**src/rtl/ldpc_3gpp_enc_mm_acc.sv**
```systemverilog
// Row accumulator behind the LDPC encoder matrix multiplier: XOR-accumulates the
// shifted Zc-bit column blocks of one Hb row and emits the row sum with the last column.
module ldpc_3gpp_enc_mm_acc #(
  parameter int pADDR_W = 8,
  parameter int pDAT_W  = 8
) (
  input  logic              iclk,
  input  logic              ireset,
  input  logic              iclkena,
  input  logic              ival,
  input  logic              isof,
  input  logic              isop,
  input  logic              ieop,
  input  logic              ieof,
  input  logic [pDAT_W-1:0] idat,
  output logic              oval,
  output logic              osop,
  output logic              oeop,
  output logic [pDAT_W-1:0] odat,
  output logic              oerr
);

  typedef logic [pDAT_W-1:0]  dat_t;
  typedef logic [pADDR_W-1:0] addr_t;

  localparam int cWORDS = 2**pADDR_W;

  dat_t  ram [cWORDS];
  dat_t  ram_rd_reg;

  addr_t waddr_reg;
  addr_t raddr_pred_reg;
  addr_t prev_addr_reg;
  logic  prev_val_reg;
  dat_t  acc_reg;
  logic  row_open_reg;
  logic  sof_blk_reg;

  addr_t waddr_cur;
  addr_t raddr;
  logic  sof_eff;
  dat_t  rd;
  dat_t  acc;
  logic  err_now;

  always_comb begin
    waddr_cur = isop ? '0 : waddr_reg;
    // a column block opening while no row is open is treated as the first column
    sof_eff   = isop ? (isof | ~row_open_reg) : sof_blk_reg;
    rd        = (prev_val_reg && (prev_addr_reg == waddr_cur)) ? acc_reg : ram_rd_reg;
    acc       = sof_eff ? idat : (rd ^ idat);
    // pre-address the RAM with the address the next word will use
    raddr     = raddr_pred_reg;
    if (ival) begin
      raddr = ieop ? addr_t'(0) : addr_t'(waddr_cur + 1'b1);
    end
    err_now = 1'b0;
    if (ival) begin
      if (isop && !isof && !row_open_reg) err_now = 1'b1;
      if (isop && isof && row_open_reg)   err_now = 1'b1;
      if (!isop && (waddr_reg == '0))     err_now = 1'b1;
    end
  end

  // row buffer: write-first is not needed, same-address reuse goes through acc_reg
  always_ff @(posedge iclk) begin
    if (iclkena) begin
      if (ival) begin
        ram[waddr_cur] <= acc;
      end
      ram_rd_reg <= ram[raddr];
    end
  end

  always_ff @(posedge iclk or posedge ireset) begin
    if (ireset) begin
      waddr_reg      <= '0;
      raddr_pred_reg <= '0;
      prev_addr_reg  <= '0;
      prev_val_reg   <= 1'b0;
      acc_reg        <= '0;
      row_open_reg   <= 1'b0;
      sof_blk_reg    <= 1'b0;
      oval           <= 1'b0;
      osop           <= 1'b0;
      oeop           <= 1'b0;
      odat           <= '0;
      oerr           <= 1'b0;
    end else if (iclkena) begin
      oval <= ival & ieof;
      osop <= ival & ieof & isop;
      oeop <= ival & ieof & ieop;
      if (ival) begin
        waddr_reg      <= addr_t'(waddr_cur + 1'b1);
        raddr_pred_reg <= raddr;
        prev_addr_reg  <= waddr_cur;
        prev_val_reg   <= 1'b1;
        acc_reg        <= acc;
        if (isop) begin
          sof_blk_reg <= sof_eff;
        end
        if (ieof) begin
          odat <= acc;
        end
        if (ieop) begin
          if (ieof) begin
            row_open_reg <= 1'b0;
          end else if (sof_eff) begin
            row_open_reg <= 1'b1;
          end
        end
        if (err_now) begin
          oerr <= 1'b1;
        end
      end
    end
  end

endmodule
```
**config.mk**
```make
export PLATFORM = sky130hd
export DESIGN_NAME = ldpc_3gpp_enc_mm_acc
export DESIGN_NICKNAME = d
export VERILOG_FILES = /design/src/rtl/ldpc_3gpp_enc_mm_acc.sv
export SDC_FILE = /design/constraint.sdc
export NUM_CORES = 2
export LEC_CHECK = 0
export CAP_MARGIN = 20
export CORE_ASPECT_RATIO = 0.75
export CORE_MARGIN = 2
export CORE_UTILIZATION = 40
export DETAILED_ROUTE_END_ITERATION = 8
export PLACE_DENSITY_LB_ADDON = 0.1
export SYNTH_ARGS = -nofsm -noshare
export SYNTH_HDL_FRONTEND = slang
export SYNTH_SLANG_ARGS = --single-unit
```
**constraint.sdc**
```tcl
create_clock -name iclk -period 7.1 [get_ports iclk]
set_clock_uncertainty 0.2 [all_clocks]
set_input_delay 1.42 -clock iclk [delete_from_list [all_inputs] [get_ports iclk]]
set_output_delay 1.42 -clock iclk [all_outputs]
set_load 0.02 [all_outputs]
```
==> metrics.cfg <==
[status]
status = finished, final reports clean

[detailed_routing]
drcViolationCount = 0
drtIter0Drc = 5607
ant_nets = 0
vias = 48190
wirelength_microns = 255800
post_drt_wl_per_cell_microns = 31.26
vias_per_cell = 5.888
drtPass1Iterations = 5

[worst_setup_path]
crit_required_ns = 7.45
cp_max_fo = 19
start_kind = primary input
arrival_ns = 6.35
end_kind = register
max_stage_delay_ns = 0.73
path_cells = clkdlybuf4s50_1, nor2b_1, ha_1, or3b_1, nand2_8, buf_12, buf_4, mux4_2, mux2_2, o22ai_1, nor3_1, o31ai_1, buf_4, o211ai_1
worst_r2r_endpoint = ram_rd_reg[4]
reg2reg_from = waddr_reg[1]
slowest_stage = o31ai_1
worstSetupPathType = in2reg
rr_worst_depth = 13
r2r_slack_ns = 1.47
cpMostUsedCell = buf_4

[clock_network]
clock-sinks = 2103
clkLatencyLatePin_ns = 0.86
cts_hold_buf = 0
postCtsSetupBuffers = 0
ctsResizeCount = 0
cts_tree = done
clk_path_buf_depth = 4
cts_buffers = 214
clk_pin_slew_worst_paths_ns = 0.06
root_buffer = clkbuf_16
cts_htree_levels = 4

[place]
port_buffers = 27
pre_cts_ws_ns = 0.2959
gp_congestion = 0.8483
dp_hpwl_microns = 156400

[logic_synthesis]
syn_nets = 5169
synth_area_sq_um = 84150
async_flop_share_pct = 2.235
ys_seq_elements = 2103
ys_warn_count = 0
yosys_most_used_dff = edfxtp_1
synth_cells = 5152
avgSynthCellArea_sq_um = 16.33
yosysTopAreaCell = edfxtp_1
ys_types = 84
synth_edf_count = 2056
synth-seq-area-share_pct = 74.76
synth_top_area_share_pct = 73.37
synthTopCellsByArea = edfxtp_1, mux4_2, nand2_1

[min_path]
min_to = prev_val_reg
hp-class = reg2reg
hold_depth = 1
min_from = prev_val_reg

[pwr]
pwr-share-clk_pct = 37.1
p_per_area_nw_per_um2 = 306.1
p_sw_mw = 7.561
p_int_mw = 21.39
swShare_pct = 26.12
p_leak_nw = 29.83
seq_power_share_pct = 50.0
vdd_drop_max_uv = 194.4
pwr-share-comb_pct = 12.9

[global_routing]
grt_usage_pct = 23.58
grt_pass1_vias = 46350
grt_max_degree = 166
grt.overflow.total = 0
antenna_found_initial = 19
grt_pass1_wl_microns = 363800

[floorplan]
initial_core_util_pct = 40.33
dieArea_sq_um = 214100
rows = 145
fp.dieW_microns = 533.6
ioPinCount = 28
die_h_microns = 401.2
fp.coreArea_sq_um = 208600

[final_layout]
nets = 5247
mostFrequentLayoutCells = edfxtp_1, nand2_1, mux4_2
drive_gt1_share_pct = 15.63
largest_reg_flops = 2048
multi_input_area_sq_um = 19440
area_growth_pct = 12.37
num-fill-cells = 18190
fin_util_pct = 45.32
top_register = ram
regArea_sq_um = 62920
final_common_cell = edfxtp_1

[timing]
fin_crit_sh_pct = 84.48
rsz0062_at_grt = no
slew-limit-headroom_pct = 25.21
fmax_mhz = 166.7
final_hold_viol_count = 0
tns_ns = 0
finalSetupViolCount = 0
timing.final.crit_period_ns = 5.998
drv_slew = 0
worst-slew-pin-transition_ns = 1.122
finalWorstSetupSlack_ns = 1.102

[run]
cap_violations = 0

[through the flow]
stage	power (mW)	cells	area [sq um]	hold WS, ns
after detailed placement	18.50	7807	88130	0.2542
after global routing	29.84	8180	94550	0.2944
after floorplan	16.97	5152	84150	0.2343
after global placement	18.48	7807	88130	0.2571
after CTS	29.16	8180	94550	0.2680
final	28.95	8184	94560	0.2714
[how the worst max path moves through the flow]
stage / from / end / depth (start not counted) / slack, ns
2_1_floorplan: isop / ram[0][0] / 11 / 0.31
3_3_place_gp: isop / ram_rd_reg[4] / 14 / 0.35
3_5_place_dp: isop / ram_rd_reg[4] / 14 / 0.30
4_1_cts: isop / ram_rd_reg[4] / 14 / 1.20
5_1_grt: isop / ram_rd_reg[4] / 14 / 1.09
6_report: isop / ram_rd_reg[4] / 14 / 1.10
[final cells by class]
class / instances / area share, %
diodes: 4 / 0.01058
clock buffers: 259 / 5.918
clock inverters: 114 / 0.8786
inverters: 16 / 0.1270
multi-input cells: 2672 / 20.56
flip-flops and latches: 2103 / 66.53
well taps: 2793 / 3.695
repair buffers: 223 / 2.278
[cells in the mapped netlist (21+ instances only)]
| cell type | n |
|---|---|
| clkbuf_1 | 139 |
| mux4_2 | 302 |
| nand2_1 | 817 |
| and3_1 | 142 |
| buf_2 | 123 |
| mux2i_1 | 41 |
| nor2_1 | 296 |
| edfxtp_1 | 2056 |
| nor4_1 | 22 |
| buf_4 | 53 |
| o31ai_1 | 33 |
| nand4_1 | 25 |
| or4_1 | 21 |
| a21oi_1 | 193 |
| nand3_1 | 123 |
| a31oi_1 | 92 |
| a311oi_1 | 46 |
| nor3_1 | 80 |
| o22ai_1 | 44 |
| a211oi_1 | 112 |
| dfrtp_1 | 47 |
| o21ai_0 | 66 |
| buf_1 | 23 |
[critical path: cells and delay by family]
kind | cells | cell delay (ns)
adders and majority gates | 1 | 0.35
and+or+nand+nor | 4 | 1.26
AOI/OAI and AO/OA | 3 | 1.06
muxes | 2 | 0.85
buffers and inverters | 4 | 1.37
[per-layer routing]
metal	share of wire, %	vias to the layer above	GRT usage, %
met2	43	1900	33.28
met4	2.2	12	5.268
li1	-	20390	-
met3	8.0	345	4.572
met1	47	25540	37.41
met5	0.037	-	0
[kinds of logic after synthesis]
family                     Yosys count  share of synthesized area, %
muxes                              350                         8.664
adders and majority gates            1                       0.01487
xor gates and xnor gates            17                        0.2037
buffers and inverters              377                         2.284
AOI/OAI and AO/OA                  710                         5.690
DFF                               2103                         74.76
and+or+nand+nor                   1594                         8.381
[power by group through the flow]
stage | sequential [mW] | clock [mW] | combinational (mW)
after detailed placement | 14.7 | 0 | 3.77
after CTS | 14.5 | 10.9 | 3.77
after floorplan | 14.9 | 0 | 2.07
after global routing | 14.5 | 11.4 | 3.99
final | 14.5 | 10.7 | 3.73
after global placement | 14.7 | 0 | 3.75
Power figures use the tool's default switching activity.
